**config.mk**
```make
export PLATFORM = sky130hd
export DESIGN_NAME = scan_mux
export DESIGN_NICKNAME = d
export VERILOG_FILES = /design/src/rtl/scan_mux.sv
export SDC_FILE = /design/constraint.sdc
export NUM_CORES = 1
export LEC_CHECK = 0
export ABC_AREA = 1
export BUFFER_PORTS_ARGS = -buffer_cell sky130_fd_sc_hd__buf_4
export CORE_MARGIN = 4
export CORE_UTILIZATION = 40
export CTS_BUF_LIST = sky130_fd_sc_hd__clkbuf_16
export DETAILED_ROUTE_END_ITERATION = 10
export PLACE_DENSITY = 0.64
export SYNTH_ARGS = -nofsm -noshare
export SYNTH_HDL_FRONTEND = slang
export SYNTH_SLANG_ARGS = --single-unit
```
**constraint.sdc**
```tcl
create_clock -name clk -period 1.68 [get_ports clk]
set_input_delay 0.252 -clock clk [delete_from_list [all_inputs] [get_ports clk]]
set_output_delay 0.252 -clock clk [all_outputs]
set_load 0.005 [all_outputs]
```
**src/rtl/scan_mux.sv**
```systemverilog
// -----------------------------------------------------------------------------
// scan_mux
//
// Registered N-channel, W-bit multiplexer with two select modes:
//   manual (mode=0) : channel chosen by sel_in
//   scan   (mode=1) : an internal counter steps through the channels, holding
//                     each one for DWELL enabled cycles, and always restarts at
//                     the first channel when scan is entered.
//
// Optional feature (macro SCAN_MUX_MASK_EN):
//   Adds input ch_mask; a 1 skips that channel in scan mode. If every channel
//   is masked while scanning, the update is suppressed (dout=0, valid=0,
//   err=1) and the counters hold. Without the macro the port is absent and
//   every channel is scanned.
//
// Parameters:
//   WIDTH : data bits per channel (>=1)
//   CH    : number of channels (2..256)
//   SEL_W : select width, derived from CH; do not override
//   DWELL : enabled cycles each channel is held in scan mode (>=1)
//
// Ports:
//   clk      in   rising-edge clock
//   rst_n    in   asynchronous active-low reset
//   en       in   cycle enable; low freezes all state (valid/wrap drop to 0)
//   mode     in   0 = manual, 1 = scan
//   sel_in   in   manual channel select
//   din      in   packed channel data, channel k = din[k*WIDTH +: WIDTH]
//   ch_mask  in   (SCAN_MUX_MASK_EN only) per-channel scan skip mask
//   dout     out  registered selected data (1-cycle latency)
//   sel_out  out  channel index that produced dout
//   valid    out  dout/sel_out were updated on the previous edge
//   wrap     out  one-cycle pulse with the first channel after a scan wrap
//   err      out  manual sel_in was out of range (or all channels masked)
//
// Handshake: there is no backpressure. valid is a pure qualifier: when it is
// high, dout/sel_out carry a fresh sample taken on the previous edge; when it
// is low they hold their last value and must not be treated as new data.
// -----------------------------------------------------------------------------
module scan_mux #(
    parameter int WIDTH = 1,
    parameter int CH    = 8,
    parameter int SEL_W = $clog2(CH),
    parameter int DWELL = 4
) (
    input  logic                  clk,
    input  logic                  rst_n,
    input  logic                  en,
    input  logic                  mode,
    input  logic [SEL_W-1:0]      sel_in,
    input  logic [CH*WIDTH-1:0]   din,
`ifdef SCAN_MUX_MASK_EN
    input  logic [CH-1:0]         ch_mask,
`endif
    output logic [WIDTH-1:0]      dout,
    output logic [SEL_W-1:0]      sel_out,
    output logic                  valid,
    output logic                  wrap,
    output logic                  err
);

    // Dwell counter width; one bit is kept even when DWELL=1.
    localparam int DW_W  = (DWELL > 1) ? $clog2(DWELL) : 1;
    // Channel table is padded to the full select range so any sel_in value
    // indexes safely; padded slots read as zero (the out-of-range result).
    localparam int NSLOT = 1 << SEL_W;
    localparam logic [SEL_W:0]    CH_EXT    = (SEL_W+1)'(CH);
    localparam logic [SEL_W-1:0]  LAST_CH   = SEL_W'(CH - 1);
    localparam logic [DW_W-1:0]   LAST_DW   = DW_W'(DWELL - 1);

    // ---------------------------------------------------------------------
    // State
    // ---------------------------------------------------------------------
    logic [WIDTH-1:0] dout_q,    dout_d;
    logic [SEL_W-1:0] sel_q,     sel_d;
    logic             valid_q,   valid_d;
    logic             wrap_q,    wrap_d;
    logic             err_q,     err_d;
    logic [SEL_W-1:0] cnt_q,     cnt_d;      // scan channel counter
    logic [DW_W-1:0]  dwell_q,   dwell_d;    // cycles spent on current channel
    logic             mode_q,    mode_d;     // mode seen on the previous edge
    logic             pend_q,    pend_d;     // counter wrapped; flag next output

    // ---------------------------------------------------------------------
    // Channel table
    // ---------------------------------------------------------------------
    logic [WIDTH-1:0] ch_data [NSLOT];

    for (genvar k = 0; k < NSLOT; k++) begin : g_ch
        if (k < CH) begin : g_real
            assign ch_data[k] = din[k*WIDTH +: WIDTH];
        end else begin : g_pad
            assign ch_data[k] = '0;
        end
    end

    // ---------------------------------------------------------------------
    // Scan sequencing helpers
    // ---------------------------------------------------------------------
    logic             entry;       // first enabled update after entering scan
    logic [SEL_W-1:0] start_idx;   // channel scan restarts from
    logic [SEL_W-1:0] scan_chan;   // channel used by this scan update
    logic [SEL_W-1:0] adv_idx;     // channel after scan_chan
    logic             adv_wrap;    // advancing from scan_chan passes CH-1
    logic             all_masked;
    logic             sel_bad;

    assign entry     = mode & ~mode_q;
    assign scan_chan = entry ? start_idx : cnt_q;
    assign sel_bad   = ({1'b0, sel_in} >= CH_EXT);

`ifdef SCAN_MUX_MASK_EN
    logic [SEL_W-1:0] above_idx;
    logic             above_ok;

    assign all_masked = &ch_mask;

    // Lowest unmasked channel. Kept apart from the search below because the
    // search depends on scan_chan, which itself depends on start_idx.
    always_comb begin
        start_idx = '0;
        for (int k = CH - 1; k >= 0; k--) begin
            if (!ch_mask[k]) begin
                start_idx = SEL_W'(k);
            end
        end
    end

    // Lowest unmasked channel strictly above scan_chan; if there is none the
    // search wraps around to start_idx.
    always_comb begin
        above_idx = '0;
        above_ok  = 1'b0;
        for (int k = CH - 1; k >= 0; k--) begin
            if (!ch_mask[k] && (k > int'(scan_chan))) begin
                above_idx = SEL_W'(k);
                above_ok  = 1'b1;
            end
        end
    end

    assign adv_idx  = above_ok ? above_idx : start_idx;
    assign adv_wrap = ~above_ok;
`else
    assign all_masked = 1'b0;
    assign start_idx  = '0;
    assign adv_wrap   = (scan_chan == LAST_CH);
    assign adv_idx    = adv_wrap ? '0 : scan_chan + 1'b1;
`endif

    // ---------------------------------------------------------------------
    // State register
    // ---------------------------------------------------------------------
    always_ff @(posedge clk or negedge rst_n) begin
        if (!rst_n) begin
            dout_q  <= '0;
            sel_q   <= '0;
            valid_q <= 1'b0;
            wrap_q  <= 1'b0;
            err_q   <= 1'b0;
            cnt_q   <= '0;
            dwell_q <= '0;
            mode_q  <= 1'b0;
            pend_q  <= 1'b0;
        end else begin
            dout_q  <= dout_d;
            sel_q   <= sel_d;
            valid_q <= valid_d;
            wrap_q  <= wrap_d;
            err_q   <= err_d;
            cnt_q   <= cnt_d;
            dwell_q <= dwell_d;
            mode_q  <= mode_d;
            pend_q  <= pend_d;
        end
    end

    // ---------------------------------------------------------------------
    // Next-state logic
    // ---------------------------------------------------------------------
    logic [DW_W-1:0] dwell_cur;

    always_comb begin
        dout_d    = dout_q;
        sel_d     = sel_q;
        valid_d   = 1'b0;
        wrap_d    = 1'b0;
        err_d     = err_q;
        cnt_d     = cnt_q;
        dwell_d   = dwell_q;
        mode_d    = mode;
        pend_d    = pend_q;
        dwell_cur = entry ? '0 : dwell_q;

        // Outside scan the sequencer is parked on the start channel with a
        // fresh dwell, so a scan entry that happens while en is low still
        // begins cleanly on the next enabled edge.
        if (!mode) begin
            cnt_d   = start_idx;
            dwell_d = '0;
            pend_d  = 1'b0;
        end

        if (en) begin
            if (!mode) begin
                // Out-of-range selects read a zero padded slot.
                dout_d  = ch_data[sel_in];
                sel_d   = sel_in;
                valid_d = 1'b1;
                err_d   = sel_bad;
            end else if (all_masked) begin
                dout_d  = '0;
                err_d   = 1'b1;
            end else begin
                dout_d  = ch_data[scan_chan];
                sel_d   = scan_chan;
                valid_d = 1'b1;
                err_d   = 1'b0;
                // The wrap pulse accompanies the first channel after the
                // counter wrapped, not the last channel before it.
                wrap_d  = pend_q & ~entry;
                pend_d  = 1'b0;
                if (dwell_cur == LAST_DW) begin
                    dwell_d = '0;
                    cnt_d   = adv_idx;
                    pend_d  = adv_wrap;
                end else begin
                    dwell_d = dwell_cur + 1'b1;
                    cnt_d   = scan_chan;
                end
            end
        end
    end

    // ---------------------------------------------------------------------
    // Outputs
    // ---------------------------------------------------------------------
    assign dout    = dout_q;
    assign sel_out = sel_q;
    assign valid   = valid_q;
    assign wrap    = wrap_q;
    assign err     = err_q;

endmodule

```
==> impl_metrics.tcl, run 1 <==
set metrics [dict create \
    status "complete, no violations" \
    drc 0 \
    nets 161 \
    port_buffers 20 \
    yosysSeqAreaShare_pct 38.2 \
    clock-sinks 13 \
    critPathBufInv 0 \
    min_path_type "in -> reg" \
    drt_first_pass_iters 4 \
    irDropWorstVdd_mv 0.537 \
    die_h_um 54.1 \
    syn_inst 122 \
    clkLatencyLatePin_ns 0.24 \
    hold_viol 0 \
    path_cells "nor2_2, nor2_1, ha_1, nand2_1, o21ai_1, a21oi_1, nor2_1" \
    end_kind "flop" \
    path_class "reg -> reg" \
    yosysUniqueCellTypes 23 \
    fp.dieW_um 54.1 \
    finalSetupViolCount 0 \
    pin_count 22 \
    synth_xor_area_share_pct 0 \
    dp_hpwl_um 1460 \
    grt_pass1_vias 749 \
    start_util_pct 42.9 \
    antenna_found_initial 0 \
    leakage_nw 0.615 \
    cpPeakStageDelay_ns 0.39 \
    startpoint_type "flop" \
    met3_usage_pct 4.16 \
    synth_compound_area_share_pct 11.3 \
    synth_area_um2 851 \
    drive_gt1_share_pct 24.5 \
    ant_nets 0 \
    synth_fa_ha_area_share_pct 2.94 \
    yosys.area.top_type "dfrtp_1" \
    maxSlewViolCount 0 \
    cts_tree "yes" \
    syn_to_final_growth_pct 28.7 \
    vias 816 \
    wire_per_inst_um 10.9 \
    worstPathArrival_ns 1.49 \
    holdBufCountCts 1 \
    cts_root_buf "clkbuf_16" \
    design.core.area_um2 1980 \
    vias_per_cell 4.80 \
    busiest_layer "met2" \
    synth_seq_cells 13 \
    gp_congestion 0.853 \
    critPathSlowestCell "dfrtp_1" \
    critPathRequiredTime_ns 1.81 \
    fin_tns_setup_ns 0 \
    grt.met1_usage_pct 20.1 \
    final_cell_mix "nand2_1 (34), buf_4 (20), inv_1 (17)" \
    cellPowerDensity_nw_per_um2 869 \
    synth_top_area_share_pct 38.2 \
    diodes 0 \
    synth_top_family_by_area "simple AND/OR/NAND/NOR gates" \
    dpl.cell_count 165 \
    die-area_um2 2930 \
    cts_buffers 3 \
    drtIter0Drc 11 \
    muxShareOfSynthArea_pct 0 \
    final_common_cell "nand2_1" \
    period_share_pct 81.1 \
    yosys.area_share.simple_pct 33.4 \
    min_period_ns 1.36 \
    fin_skew_ns 0.00514 \
    path_common_cell "nor2_1" \
    num_rows 16 \
    post_cts_resize_count 0 \
    synthTopCellsByArea "dfrtp_1 (38%), nand2_1 (15%), inv_1 (7.1%)" \
    cts_max_path_buffers 2 \
    rsz0062_at_grt "no" \
    avgSynthCellArea_um2 6.97 \
    stdcell_count 170 \
    grt_max_degree 14 \
    syn-num-nets 139 \
    grt_remaining_overflow 0 \
    grt_pass1_wl_um 3200 \
    drt_wl_total_um 1860 \
    use_met2_pct 23.7 \
    max-cap-violations 0 \
    track_usage_pct 15.0 \
    cp_max_fo 4 \
    cp_top_family "simple AND/OR/NAND/NOR gates" \
    fmax_mhz 734 \
    yosys_warnings 0 \
    clkTransAtPathRegs_ns 0.05 \
    postCtsSetupRepairBufs 0 \
    htree_levels 1 \
]
[final cells by class]
type	instances	area (um^2)
fillers	192	887
inverters	22	87.6
clock inverters	1	3.75
multi-input cells	83	409
repair buffers	21	160
flip-flops and latches	13	325
well taps	27	33.8
clock buffers	3	75.1
[layer usage]
metal / wire (um) / vias up
met1: 917 / 376
met3: 91 / 2
li1: - / 422
met4: 20 / 0
met2: 829 / 16
met5: 0 / -
[worst register-to-register path: cells and delay by family (launching register included)]
family	cells	cell delay [ns]
adder cells (fa/ha/maj)	1	0.24
flip-flops	1	0.39
AND/OR/NAND/NOR	4	0.43
AO/OA/AOI/OAI	2	0.19
[stage by stage]
step	instance area, um^2	setup slack (ns)	total power [mW]	hold WS, ns	util (%)
after detailed placement	1010	0.221	0.512	0.110	50.8
after CTS	1090	0.318	0.963	0.200	55.2
after global placement	1010	0.291	0.511	0.107	50.8
after floorplan	851	0.405	0.444	-0.0436	-
final	1090	0.318	0.952	0.202	55.2
after global routing	1090	0.169	0.999	0.215	55.2
[cell families after synthesis]
kind of cell | Yosys count
other | 1
adder cells (fa/ha/maj) | 2
flip-flops | 13
buffers and inverters | 26
AO/OA/AOI/OAI | 17
AND/OR/NAND/NOR | 63
[cell usage after synthesis]
master,n
conb_1,1
inv_2,5
o21ai_1,1
buf_6,1
a41oi_1,1
buf_2,2
o31ai_1,1
nand2_1,34
nand3_1,9
nor2_2,3
nor2_1,11
nor3_1,2
inv_1,16
a21oi_1,7
nand3b_1,1
ha_1,2
dfrtp_1,13
buf_4,1
a211oi_1,1
o21ai_0,5
inv_6,1
nand2_4,3
a22oi_1,1
[power by group]
| part | internal, mW | total (mW) | switching [mW] |
|---|---|---|---|
| combinational | 0.0728 | 0.160 | 0.0872 |
| sequential | 0.336 | 0.349 | 0.0122 |
| clock | 0.314 | 0.443 | 0.130 |
[final timing paths]
check | start | endpoint | slack (ns) | cells after the start
max | mode_q | cnt_q[1] | 0.32 | 7
min | en | valid | 0.20 | 1
max reg2reg | mode_q | cnt_q[1] | 0.32 | 7
min reg2reg | sel_out[1] | sel_out[1] | 0.48 | 2
max in group asynchronous | rst_n | cnt_q[2] | 1.12 | 2
min in group asynchronous | rst_n | sel_out[1] | 0.39 | 2
[registers in the layout, summed over array words and instances (netlist names)]
register and cells:
mode_q 1, wrap 1, cnt_q 3, sel_out 3
dout 1, dwell_q 2, valid 1, pend_q 1
No activity file was read; power rests on OpenSTA's default activity.
==> inputs of run 2 (changes only) <==
Settings changed: PLACE_DENSITY 0.64 to 0.67.
Clock period 1.68 ns to 1.24 ns, I/O delays scaled along.
==> run 2 against run 1 <==
The run now ends with negative setup slack left. Die area unchanged. Via count up 8.9%. Core utilization up 10 points. Total power up 44%. Clock power up 37%. Register-to-register slack worse by 0.41 ns. Critical endpoint is now cnt_q[2].
==> impl_metrics.tcl, run 2 (synthesis results as in run 1) <==
set metrics [dict create \
    num_rows 16 \
    vias 889 \
    clkLatencyLatePin_ns 0.24 \
    final_cell_mix "nand2_1 (30), buf_4 (30), inv_1 (15)" \
    drive_gt1_share_pct 42.9 \
    die-area_um2 2930 \
    cellPowerDensity_nw_per_um2 1050 \
    die_h_um 54.1 \
    design.core.area_um2 1980 \
    grt_remaining_overflow 0 \
    dpl.cell_count 176 \
    wire_per_inst_um 12.4 \
    p_total_mw 1.37 \
    path_cells "inv_2, nand2_4, nand2_4, nor2_4, ha_4, a21oi_2, a22oi_1" \
    pre_cts_ws_ns -0.0988 \
    track_usage_pct 18.4 \
    leakage_nw 0.684 \
    end_kind "flop" \
    cts_max_path_buffers 2 \
    fin_util_pct 65.7 \
    drt_wl_total_um 2270 \
    fillers 166 \
    drc 0 \
    pin_count 22 \
    period_share_pct 107 \
    min_period_ns 1.33 \
    finalSetupViolCount 5 \
    start_util_pct 42.9 \
    cp_top_family "flip-flops" \
    grt_max_degree 14 \
    cts_buffers 3 \
    fin_ws_ns -0.0884 \
    path_class "reg -> reg" \
    port_buffers 20 \
    startpoint_type "flop" \
    cp_max_fo 4 \
    worstPathArrival_ns 1.45 \
    hold_viol 0 \
    antenna_found_initial 0 \
    grt_pass1_vias 834 \
    dp_hpwl_um 1630 \
    ant_nets 0 \
    drt_first_pass_iters 4 \
    irDropWorstVdd_mv 1.28 \
    regArea_um2 325 \
    path_common_cell "nand2_4" \
    drtIter0Drc 49 \
    max-cap-violations 0 \
    stdcell_count 183 \
    maxSlewViolCount 0 \
    cts_root_buf "clkbuf_16" \
    fp.dieW_um 54.1 \
    status "complete, but fails checks" \
    critPathBufInv 1 \
    fin_skew_ns 0.00467 \
    critPathSlowestCell "dfrtp_1" \
    vias_per_cell 4.86 \
    violations "negative setup slack" \
    htree_levels 1 \
    rsz0062_at_grt "yes" \
    cts_tree "yes" \
    critPathRequiredTime_ns 1.36 \
    clkTransAtPathRegs_ns 0.05 \
    clock-sinks 13 \
    cpPeakStageDelay_ns 0.41 \
    multiInputGateArea_um2 507 \
    fmax_mhz 753 \
    grt_pass1_wl_um 3820 \
    min_path_type "in -> reg" \
    syn_to_final_growth_pct 53.1 \
    diodes 0 \
    nets 174 \
    gp_congestion 0.852 \
]
run 2: layout make-up:
cell class,instances,area share (%)
multi-input cells,83,38.9
flip-flops and latches,13,25.0
repair buffers,34,20.7
inverters,22,6.72
clock buffers,3,5.76
well taps,27,2.59
clock inverters,1,0.384
run 2: final timing paths:
path	startpoint	end	slack, ns	cells after the start
worst max-delay path	mode_q	cnt_q[2]	-0.09	7
worst min-delay path	en	valid	0.14	1
worst max register to register	mode_q	cnt_q[2]	-0.09	7
worst min register to register	sel_out[0]	sel_out[0]	0.48	2
max in group asynchronous	rst_n	sel_out[2]	0.75	2
min in group asynchronous	rst_n	cnt_q[1]	0.32	2
run 2: stage by stage:
step | hold slack, ns | TNS (ns) | cell area (um^2)
2_1_floorplan | -0.110 | 0 | 851
3_3_place_gp | 0.0381 | -0.0738 | 1090
3_5_place_dp | 0.0424 | -0.268 | 1090
4_1_cts | 0.140 | -0.155 | 1250
5_1_grt | 0.145 | -0.641 | 1300
6_report | 0.139 | -0.271 | 1300
run 2: worst reg2reg max path, delay by kind of cell, from the launching register on:
kind	cells	cell delay, ns
buffers and inverters	1	0.07
adder cells (fa/ha/maj)	1	0.21
flip-flops	1	0.41
AND/OR/NAND/NOR	3	0.33
AO/OA/AOI/OAI	2	0.18
run 2: report_power, final:
| part | internal [mW] | switching (mW) | total, mW |
|---|---|---|---|
| Combinational | 0.138 | 0.148 | 0.287 |
| Sequential | 0.455 | 0.0181 | 0.474 |
| Clock | 0.429 | 0.179 | 0.608 |
| Total | 1.02 | 0.346 | 1.37 |
run 2: what timing repair did:
item	in CTS	in global routing
endpoints found under the setup margin	6	8
buffers inserted	2	0
gates cloned	0	0
gates resized for setup	14	15
hold endpoints to repair	13	0
hold buffers	1	0
pin swaps	11	11
run 2: metal layers:
metal | vias up | share of wire (%) | track usage (%)
met5 | - | 0 | 0
met4 | 0 | 0 | 3.73
met3 | 0 | 5.9 | 7.20
met2 | 25 | 50 | 28.7
met1 | 414 | 44 | 23.9
li1 | 450 | - | -
